### config.mk
export PLATFORM = sky130hd
export DESIGN_NAME = regfile_mp_flat
export DESIGN_NICKNAME = d
export VERILOG_FILES = /design/src/rtl/regfile_mp_if.sv /design/src/rtl/regfile_mp.sv /design/src/flat_wrapper.sv
export SDC_FILE = /design/constraint.sdc
export NUM_CORES = 2
export LEC_CHECK = 0
export CAP_MARGIN = 15
export CORE_MARGIN = 2
export CORE_UTILIZATION = 35
export CTS_BUF_LIST = sky130_fd_sc_hd__clkbuf_4
export DETAILED_ROUTE_END_ITERATION = 10
export HOLD_SLACK_MARGIN = 0.15
export SYNTH_ARGS = -nofsm -noshare
export SYNTH_HDL_FRONTEND = slang
export SYNTH_SLANG_ARGS = --single-unit
### constraint.sdc
create_clock -name clk_i -period 2.1 [get_ports clk_i]
set_input_delay 0.21 -clock clk_i [delete_from_list [all_inputs] [get_ports clk_i]]
set_output_delay 0.21 -clock clk_i [all_outputs]
set_load 0.01 [all_outputs]
### src/rtl/regfile_mp_if.sv
// Bus bundle for regfile_mp: writeback, read, reserve and debug signals.
// The master side drives requests and the slave side (the register file) responds.
interface regfile_mp_if #(
  parameter int unsigned XLEN   = 32,
  parameter int unsigned DEPTH  = 32,
  parameter int unsigned NREAD  = 2,
  parameter int unsigned NWRITE = 1
);
  localparam int unsigned AW = $clog2(DEPTH);

  logic [NWRITE-1:0]      we_i;
  logic [NWRITE*AW-1:0]   waddr_i;
  logic [NWRITE*XLEN-1:0] wdata_i;
  logic [NREAD*AW-1:0]    raddr_i;
  logic [NREAD*XLEN-1:0]  rdata_o;
  logic [NREAD-1:0]       rbusy_o;
  logic                   rsv_i;
  logic [AW-1:0]          rsv_addr_i;
  logic [DEPTH-1:0]       busy_o;
  logic                   dbg_req_i;
  logic                   dbg_we_i;
  logic [AW-1:0]          dbg_addr_i;
  logic [XLEN-1:0]        dbg_wdata_i;
  logic                   dbg_gnt_o;
  logic                   dbg_rvalid_o;
  logic [XLEN-1:0]        dbg_rdata_o;

  modport master (
    output we_i, waddr_i, wdata_i, raddr_i, rsv_i, rsv_addr_i,
           dbg_req_i, dbg_we_i, dbg_addr_i, dbg_wdata_i,
    input  rdata_o, rbusy_o, busy_o, dbg_gnt_o, dbg_rvalid_o, dbg_rdata_o
  );

  modport slave (
    input  we_i, waddr_i, wdata_i, raddr_i, rsv_i, rsv_addr_i,
           dbg_req_i, dbg_we_i, dbg_addr_i, dbg_wdata_i,
    output rdata_o, rbusy_o, busy_o, dbg_gnt_o, dbg_rvalid_o, dbg_rdata_o
  );
endinterface

### src/rtl/regfile_mp.sv
// Multi-port integer register file with busy scoreboard and a handshaked debug port.
// Reads are combinational (optionally write-first bypassed); writes, busy and debug response are registered.
module regfile_mp #(
  parameter int unsigned XLEN     = 32,
  parameter int unsigned DEPTH    = 32,
  parameter int unsigned NREAD    = 2,
  parameter int unsigned NWRITE   = 1,
  parameter bit          ZERO_REG = 1'b1,
  parameter bit          BYPASS   = 1'b1
) (
  input  logic         clk_i,
  input  logic         rstn_i,
  regfile_mp_if.slave  bus
);
  localparam int unsigned AW = $clog2(DEPTH);

  typedef enum logic {S_IDLE, S_RESP} state_e;

  logic [XLEN-1:0]  regs_q [DEPTH];
  logic [XLEN-1:0]  regs_d [DEPTH];
  logic [DEPTH-1:0] busy_q, busy_d;
  state_e           state_q, state_d;
  logic             rvalid_q, rvalid_d;
  logic [XLEN-1:0]  rdata_q, rdata_d;

  logic [AW-1:0]    rd_addr [NREAD];
  logic [XLEN-1:0]  rd_data [NREAD];
  logic             rd_busy [NREAD];
  logic [AW-1:0]    wr_addr [NWRITE];
  logic             gnt_c;
  logic             dbg_zero_c;

  // Debug only slips in on cycles with no pipeline write or reservation.
  assign gnt_c      = (state_q == S_IDLE) && bus.dbg_req_i && !(|bus.we_i) && !bus.rsv_i;
  assign dbg_zero_c = ZERO_REG && (bus.dbg_addr_i == AW'(0));

  always_comb begin
    for (int w = 0; w < NWRITE; w++) begin
      wr_addr[w] = bus.waddr_i[w*AW +: AW];
    end
  end

  // Read ports: zero register beats bypass beats stored value; highest write port wins the bypass.
  always_comb begin
    for (int r = 0; r < NREAD; r++) begin
      rd_addr[r] = bus.raddr_i[r*AW +: AW];
      rd_data[r] = regs_q[rd_addr[r]];
      rd_busy[r] = busy_q[rd_addr[r]];
      if (BYPASS) begin
        for (int w = 0; w < NWRITE; w++) begin
          if (bus.we_i[w] && (wr_addr[w] == rd_addr[r])) begin
            rd_data[r] = bus.wdata_i[w*XLEN +: XLEN];
            rd_busy[r] = 1'b0;
          end
        end
      end
      if (ZERO_REG && (rd_addr[r] == AW'(0))) begin
        rd_data[r] = '0;
        rd_busy[r] = 1'b0;
      end
      bus.rdata_o[r*XLEN +: XLEN] = rd_data[r];
      bus.rbusy_o[r]              = rd_busy[r];
    end
  end

  // Storage and scoreboard update; a reservation overrides a same-cycle clear.
  always_comb begin
    regs_d = regs_q;
    busy_d = busy_q;
    for (int w = 0; w < NWRITE; w++) begin
      if (bus.we_i[w]) begin
        if (!(ZERO_REG && (wr_addr[w] == AW'(0)))) begin
          regs_d[wr_addr[w]] = bus.wdata_i[w*XLEN +: XLEN];
        end
        busy_d[wr_addr[w]] = 1'b0;
      end
    end
    if (gnt_c && bus.dbg_we_i) begin
      if (!dbg_zero_c) begin
        regs_d[bus.dbg_addr_i] = bus.dbg_wdata_i;
      end
      busy_d[bus.dbg_addr_i] = 1'b0;
    end
    if (bus.rsv_i && !(ZERO_REG && (bus.rsv_addr_i == AW'(0)))) begin
      busy_d[bus.rsv_addr_i] = 1'b1;
    end
  end

  // Debug FSM: a granted read spends exactly one cycle in RESP presenting the response.
  always_comb begin
    state_d  = state_q;
    rvalid_d = 1'b0;
    rdata_d  = rdata_q;
    case (state_q)
      S_IDLE: begin
        if (gnt_c && !bus.dbg_we_i) begin
          state_d  = S_RESP;
          rvalid_d = 1'b1;
          rdata_d  = dbg_zero_c ? '0 : regs_q[bus.dbg_addr_i];
        end
      end
      S_RESP:  state_d = S_IDLE;
      default: state_d = S_IDLE;
    endcase
  end

  always_ff @(posedge clk_i or negedge rstn_i) begin
    if (!rstn_i) begin
      for (int i = 0; i < DEPTH; i++) begin
        regs_q[i] <= '0;
      end
      busy_q   <= '0;
      state_q  <= S_IDLE;
      rvalid_q <= 1'b0;
      rdata_q  <= '0;
    end else begin
      for (int i = 0; i < DEPTH; i++) begin
        regs_q[i] <= regs_d[i];
      end
      busy_q   <= busy_d;
      state_q  <= state_d;
      rvalid_q <= rvalid_d;
      rdata_q  <= rdata_d;
    end
  end

  assign bus.busy_o       = busy_q;
  assign bus.dbg_gnt_o    = gnt_c;
  assign bus.dbg_rvalid_o = rvalid_q;
  assign bus.dbg_rdata_o  = rdata_q;
endmodule

### src/flat_wrapper.sv
// flat-port wrapper written by rule: the top's interface ports become plain ports
module regfile_mp_flat 
#(
  parameter int unsigned XLEN     = 32,
  parameter int unsigned DEPTH    = 32,
  parameter int unsigned NREAD    = 2,
  parameter int unsigned NWRITE   = 1,
  parameter bit          ZERO_REG = 1'b1,
  parameter bit          BYPASS   = 1'b1
)
  (clk_i, rstn_i, bus_we_i, bus_waddr_i, bus_wdata_i, bus_raddr_i, bus_rsv_i, bus_rsv_addr_i, bus_dbg_req_i, bus_dbg_we_i, bus_dbg_addr_i, bus_dbg_wdata_i, bus_rdata_o, bus_rbusy_o, bus_busy_o, bus_dbg_gnt_o, bus_dbg_rvalid_o, bus_dbg_rdata_o);
  regfile_mp_if #(.XLEN(XLEN), .DEPTH(DEPTH), .NREAD(NREAD), .NWRITE(NWRITE)) bus_i ();
  input  logic clk_i;
  input  logic rstn_i;
  input wire logic [$bits(bus_i.we_i)-1:0] bus_we_i;
  input wire logic [$bits(bus_i.waddr_i)-1:0] bus_waddr_i;
  input wire logic [$bits(bus_i.wdata_i)-1:0] bus_wdata_i;
  input wire logic [$bits(bus_i.raddr_i)-1:0] bus_raddr_i;
  input wire logic [$bits(bus_i.rsv_i)-1:0] bus_rsv_i;
  input wire logic [$bits(bus_i.rsv_addr_i)-1:0] bus_rsv_addr_i;
  input wire logic [$bits(bus_i.dbg_req_i)-1:0] bus_dbg_req_i;
  input wire logic [$bits(bus_i.dbg_we_i)-1:0] bus_dbg_we_i;
  input wire logic [$bits(bus_i.dbg_addr_i)-1:0] bus_dbg_addr_i;
  input wire logic [$bits(bus_i.dbg_wdata_i)-1:0] bus_dbg_wdata_i;
  output wire logic [$bits(bus_i.rdata_o)-1:0] bus_rdata_o;
  output wire logic [$bits(bus_i.rbusy_o)-1:0] bus_rbusy_o;
  output wire logic [$bits(bus_i.busy_o)-1:0] bus_busy_o;
  output wire logic [$bits(bus_i.dbg_gnt_o)-1:0] bus_dbg_gnt_o;
  output wire logic [$bits(bus_i.dbg_rvalid_o)-1:0] bus_dbg_rvalid_o;
  output wire logic [$bits(bus_i.dbg_rdata_o)-1:0] bus_dbg_rdata_o;
  assign bus_i.we_i = bus_we_i;
  assign bus_i.waddr_i = bus_waddr_i;
  assign bus_i.wdata_i = bus_wdata_i;
  assign bus_i.raddr_i = bus_raddr_i;
  assign bus_i.rsv_i = bus_rsv_i;
  assign bus_i.rsv_addr_i = bus_rsv_addr_i;
  assign bus_i.dbg_req_i = bus_dbg_req_i;
  assign bus_i.dbg_we_i = bus_dbg_we_i;
  assign bus_i.dbg_addr_i = bus_dbg_addr_i;
  assign bus_i.dbg_wdata_i = bus_dbg_wdata_i;
  assign bus_rdata_o = bus_i.rdata_o;
  assign bus_rbusy_o = bus_i.rbusy_o;
  assign bus_busy_o = bus_i.busy_o;
  assign bus_dbg_gnt_o = bus_i.dbg_gnt_o;
  assign bus_dbg_rvalid_o = bus_i.dbg_rvalid_o;
  assign bus_dbg_rdata_o = bus_i.dbg_rdata_o;
  regfile_mp #(.XLEN(XLEN), .DEPTH(DEPTH), .NREAD(NREAD), .NWRITE(NWRITE), .ZERO_REG(ZERO_REG), .BYPASS(BYPASS)) u_core (.clk_i(clk_i), .rstn_i(rstn_i), .bus(bus_i));
endmodule
Word level (Yosys, flattened, before mapping)
Cells that the tools add are included.
{"block": "word_totals", "register_bits": 1090, "inputBits": 95, "output_inout_bits": 132}
{"block": "op_classes", "bitwise": 10, "n_reduce_logical": 23, "muxes": 44, "magnitude_cmp": 14, "n_eq_ne": 2}
{"op": "2-to-1 mux 1024 bit", "count": 4}
{"op": "bitwise mux 1024 bit", "count": 2}
{"op": "2-to-1 mux 32 bit", "count": 16}
{"op": "binary-select mux 32 bit (select 5 bit)", "count": 3}
{"op": "demux 32 bit (select 5 bit)", "count": 2}
{"op": "bitwise AND 32 bit", "count": 2}
{"op": "NOT 32 bit", "count": 2}
{"op": "bitwise OR 32 bit", "count": 1}
{"op": "< comparator 5 x 6 -> 1 bit (second input constant)", "count": 5}
{"op": "zero test 5 bit", "count": 5}
{"op": "greater-or-equal comparator 6 bit (second input constant)", "count": 4}
{"op": "NOT 5 -> 6 bit", "count": 4}
{"op": "demux 1 bit (select 5 bit)", "count": 3}
{"op": "greater-or-equal comparator 5 x 1 -> 1 bit (second input constant)", "count": 3}
{"op": "logical AND 1 bit", "count": 13}
{"op": "< comparator 6 x 1 -> 1 bit (second input constant)", "count": 2}
{"op": "2-to-1 mux 1 bit", "count": 11}
{"op": "binary-select mux 1 bit (select 5 bit)", "count": 2}
{"op": "equality test 5 bit", "count": 2}
{"op": "zero test 1 bit", "count": 4}
{"op": "one-hot mux 1 bit (2 select lines)", "count": 1}
{"op": "AND reduction 2 bit", "count": 1}
{"op": "NOT 1 bit", "count": 1}

Depth between registers and ports, before layout
{"block": "depth", "ltp_word": 11, "depth_mapped": 9}

Worst setup path after synthesis
No wires, ideal clock.
{"block": "synth_path", "path_kind": "input-to-output", "from": "input bus_raddr_i[6]", "to": "output bus_rdata_o[33]", "arrival_time_ns": 1.881, "stages": 7, "required_ns": 1.890, "slack_ns": 0.009, "path_cell_list": "buf_2 buf_6 clkbuf_1 mux4_1 mux2_2 o2111a_1 a221o_1"}
{"block": "synth_via", "elab_chain_cells": 6}
{"item": "from (decl)", "line": "flat_wrapper.sv:18", "rtl": "input wire logic [$bits(bus_i.raddr_i)-1:0] bus_raddr_i;"}
{"item": "NOT 5 -> 6 bit (implied by the code)", "line": "regfile_mp.sv:47", "rtl": "rd_data[r] = regs_q[rd_addr[r]];"}
{"item": "binary-select mux 32 bit (select 5 bit)", "line": "regfile_mp.sv:47"}
{"item": "2-to-1 mux 32 bit (implied by the code) (2 in a row)", "line": "regfile_mp.sv:47"}
{"item": "2-to-1 mux 32 bit", "line": "regfile_mp.sv:51", "rtl": "if (bus.we_i[w] && (wr_addr[w] == rd_addr[r])) begin"}
{"item": "2-to-1 mux 32 bit (*)", "line": "regfile_mp.sv:57", "rtl": "if (ZERO_REG && (rd_addr[r] == AW'(0))) begin"}
{"item": "to (decl)", "line": "flat_wrapper.sv:25", "rtl": "output wire logic [$bits(bus_i.rdata_o)-1:0] bus_rdata_o;"}
Mark *: on every way between the ends. The rest lies on a longest branch, timed or not. The select of a mux whose other input is x is not followed.

Worst setup path after layout
{"block": "layout_path", "from": "register u_core.busy_q[5], in the netlist u_core.bus.busy_o[5]", "to": "output bus_rbusy_o[0]"}
{"block": "layout_via", "elab_chain_cells": 4}
{"item": "from (decl)", "line": "regfile_mp.sv:21", "rtl": "logic [DEPTH-1:0] busy_q, busy_d;"}
{"item": "from (signal assigned)", "line": "regfile_mp.sv:120", "rtl": "busy_q <= busy_d;"}
{"item": "binary-select mux 1 bit (select 5 bit)", "line": "regfile_mp.sv:48", "rtl": "rd_busy[r] = busy_q[rd_addr[r]];"}
{"item": "2-to-1 mux 1 bit (implied by the code)", "line": "regfile_mp.sv:48"}
{"item": "2-to-1 mux 1 bit", "line": "regfile_mp.sv:51"}
{"item": "2-to-1 mux 1 bit", "line": "regfile_mp.sv:57"}
{"item": "to (decl)", "line": "flat_wrapper.sv:26", "rtl": "output wire logic [$bits(bus_i.rbusy_o)-1:0] bus_rbusy_o;"}
Every way passes these cells. The select of a mux whose other input is x is not followed.

==> run_results.csv <==
group,metric,value,unit
min_path,min_path_type,"in -> reg",
placement,dpl.hpwl,260300,um
yosys,synth.area.top_cells,"dfrtp_1 37%, mux4_2 22%, mux2i_1 15%",
sta,finalHoldViolCount,0,
min_path,min_to,"u_core.regs_q[403]",
global_routing,grt_pass1_wl,533600,um
placement,routabilityCongestion,1.008,
setup_path,r2r-start,"u_core.bus.dbg_rvalid_o",
setup_path,path_buf_inv,3,
global_routing,grt_pass1_vias,71895,
route,vias_per_cell,6.454,
global_routing,grt_use_total,34.31,%
route,avgRoutedWirePerCell,34.75,um
sta,fmax,270.3,MHz
yosys,synthCells,6773,
power,powerDensity,801.4,nW/um^2
clock_network,htreeDepth,5,
die,rows,169,
setup_path,worstPathRequired,1.89,ns
route,vias,73799,
sta,period_minus_slack,3.699,ns
power,cellLeakagePower,46.75,nW
clock_network,cts_buffer_depth,4,
route,drt_first_iter_violations,12180,
placement,dpl.cell_count,10594,
global_routing,grt-ovfl-total,0,
yosys,syn-num-nets,6868,
finish,drive_above_1_share,42.58,%
sta,rsz0062_at_grt,"true",
setup_path,rrSetupSlack,-0.17,ns
setup_path,critPathMaxFanout,3,
die,die-area,216700,sq um
min_path,min_path_cells,5,
yosys,synth_top_cell_area_share,36.55,%
setup_path,rr_endpoint,"u_core.regs_q[853]",
route,antenna_left,0,
global_routing,grt_max_degree,99,
setup_path,arrival,3.49,ns
setup_path,start_kind,"flop",
finish,fill_cells,19019,
route,drc,0,
setup_path,crit_path_end_kind,"output pin",
yosys,syn-cell-area,74560,sq um
finish,syn2layout_area_growth,37.99,%
run,drv_cap,0,
sta,timing.final.max_slew_violations,0,
yosys,avgSynthCellArea,11.01,sq um
yosys,synth_edf_count,0,
finish,layout_common_cells,"1288 x buf_4, 1087 x dfrtp_1, 1079 x mux2i_1",
sta,fin_crit_sh,176.1,%
yosys,seq_area_frac_synth,36.55,%
placement,portBuffers,226,
finish,nets,8473,
die,die_x,465.5,um
min_path,hold_start,"bus_dbg_wdata_i[19]",
clock_network,cts_made_buffers,339,
clock_network,clk_latency,1.40,ns
sta,setup_viol,327,
die,die_h,465.5,um
yosys,synth_area_leader_cell,"dfrtp_1",
yosys,synthArstFlopShare,100.0,%
run_status,violations,"setup timing",
power,ir_drop,0.6302,mV
route,drt-pass1-iter-count,8,
yosys,synth-seq-cells,1089,
setup_path,cp_slowest_cell,"mux4_2",
sta,skew,0.09665,ns
die,core-area,211900,sq um
route,wl,397300,um
finish,final_common_cell,"buf_4",
sta,maxSlewHeadroom,27.08,%
clock_network,cts_tree,"built",
finish,final-instance-count-excl-fill,11434,
yosys,synth.distinct_cells,64,
clock_network,root_buffer,"clkbuf_4",
setup_path,rr_worst_depth,9,
setup_path,worstSetupPathType,"reg -> out",
setup_path,critical_path.top_delay_family,"multiplexers",
die,initial_utilization,35.19,%
yosys,synth-main-ff-cell,"dfrtp_1",
sta,worst_pin_slew,1.088,ns
power,fin_total_pwr,82.45,mW
setup_path,crit_chain,"buf_6, mux4_2, mux4_2, mux2i_2, buf_4, nor2_4, buf_6",
die,ios,227,
yosys,synth_warnings,0,
sta,setup_ws,-1.599,ns
clock_network,clock-sinks,1089,
global_routing,antenna_found_initial,18,
clock_network,clk_pin_slew,0.06,ns
setup_path,slowest_delay,0.49,ns
run_status,status,"finished, violations left",
layout make-up:
cell class | instances | area [sq um] | area share, %
clock inverters | 94 | 444.2 | 0.4317
diodes | 15 | 37.54 | 0.03649
multi-input cells | 4793 | 45970 | 44.68
well taps | 2821 | 3530 | 3.431
clock buffers | 467 | 3506 | 3.408
repair buffers | 2136 | 22070 | 21.45
inverters | 19 | 71.32 | 0.06932
flip-flops and latches | 1089 | 27250 | 26.49
routing by layer:
layer / track usage, % / vias up / share of wire, %
li1: - / 28957 / -
met1: 41.43 / 36430 / 34
met2: 49.42 / 6473 / 41
met3: 12.85 / 1925 / 15
met4: 26.43 / 14 / 9.7
met5: 0 / - / 0.038
cells by family after synthesis:
kind of cell           share of synthesized area [%]
flip-flops                                     36.55
AO/OA/AOI/OAI                                  11.93
multiplexers                                   38.25
buffers and inverters                          5.437
XOR/XNOR                                      0.1175
AND/OR/NAND/NOR                                7.718
worst max-delay path by stage:
stage,from,cells past startpoint,to
floorplan,bus_raddr_i[6],7,bus_rdata_o[33]
global placement,bus_waddr_i[2],11,bus_rdata_o[63]
detailed placement,bus_waddr_i[1],11,bus_rbusy_o[1]
CTS,u_core.bus.busy_o[7],7,bus_rbusy_o[0]
global route,u_core.bus.busy_o[7],7,bus_rbusy_o[0]
finish,u_core.bus.busy_o[5],7,bus_rbusy_o[0]
through the flow:
step | setup slack, ns | area, sq um | hold slack, ns | TNS (ns) | utilization (%)
global route | -1.669 | 102900 | 0.2392 | -123.49 | 48.55
finish | -1.599 | 102900 | 0.2393 | -106.10 | 48.56
global placement | -2.066 | 93580 | 0.3830 | -439.18 | 44.17
detailed placement | -1.402 | 93590 | 0.3920 | -429.35 | 44.17
CTS | -1.642 | 100500 | 0.1517 | -111.77 | 47.44
floorplan | 0.008622 | 74560 | -0.08559 | 0 | -
report_power, final:
part           switching (mW)  internal [mW]  total, mW
logic                    13.5           17.5       31.1
clock network            10.8           10.5       21.3
registers                4.24           25.8       30.1
total                    28.5           53.9       82.4
worst min-delay path: cells and delay by family:
family / cells / cell delay [ns]
and+or+nand+nor: 1 / 0.15
buffers and inverters: 3 / 1.22
AOI/OAI and AO/OA: 1 / 0.05
sequential cells by signal (all words and copies together) (netlist names):
name	count
u_core.bus.dbg_rdata_o	32
u_core.regs_q	1024
u_core.bus.busy_o	32
u_core.bus.dbg_rvalid_o	1
cells in the mapped netlist (10+ instances only):
library cell  number
a211oi_1          26
a21oi_1         1005
a221o_1           20
a22o_1            45
a22oi_1          223
a32o_1            32
and2_0            17
and2_1            18
buf_1             96
buf_2            167
buf_4             62
buf_6             18
clkbuf_1         519
dfrtp_1         1089
inv_1             18
mux2_2            51
mux2i_1         1100
mux4_1            23
mux4_2           725
nand2_1           96
nand2b_1          12
nand3_1           20
nand4_1           34
nor2_1          1074
nor3_1            57
o2111a_1          12
o211ai_1          10
o21ai_0           11
o221ai_1          17
o22ai_1           67
what timing repair did:
item                                    CTS  global route
resized for setup                       906           359
buffers inserted                        116            48
endpoints found under the hold margin  2146             0
setup endpoints to repair               157           628
pin swaps                               143           111
hold buffers                            108             0
cloned                                    8            29
(Power assumes the default switching activity.)
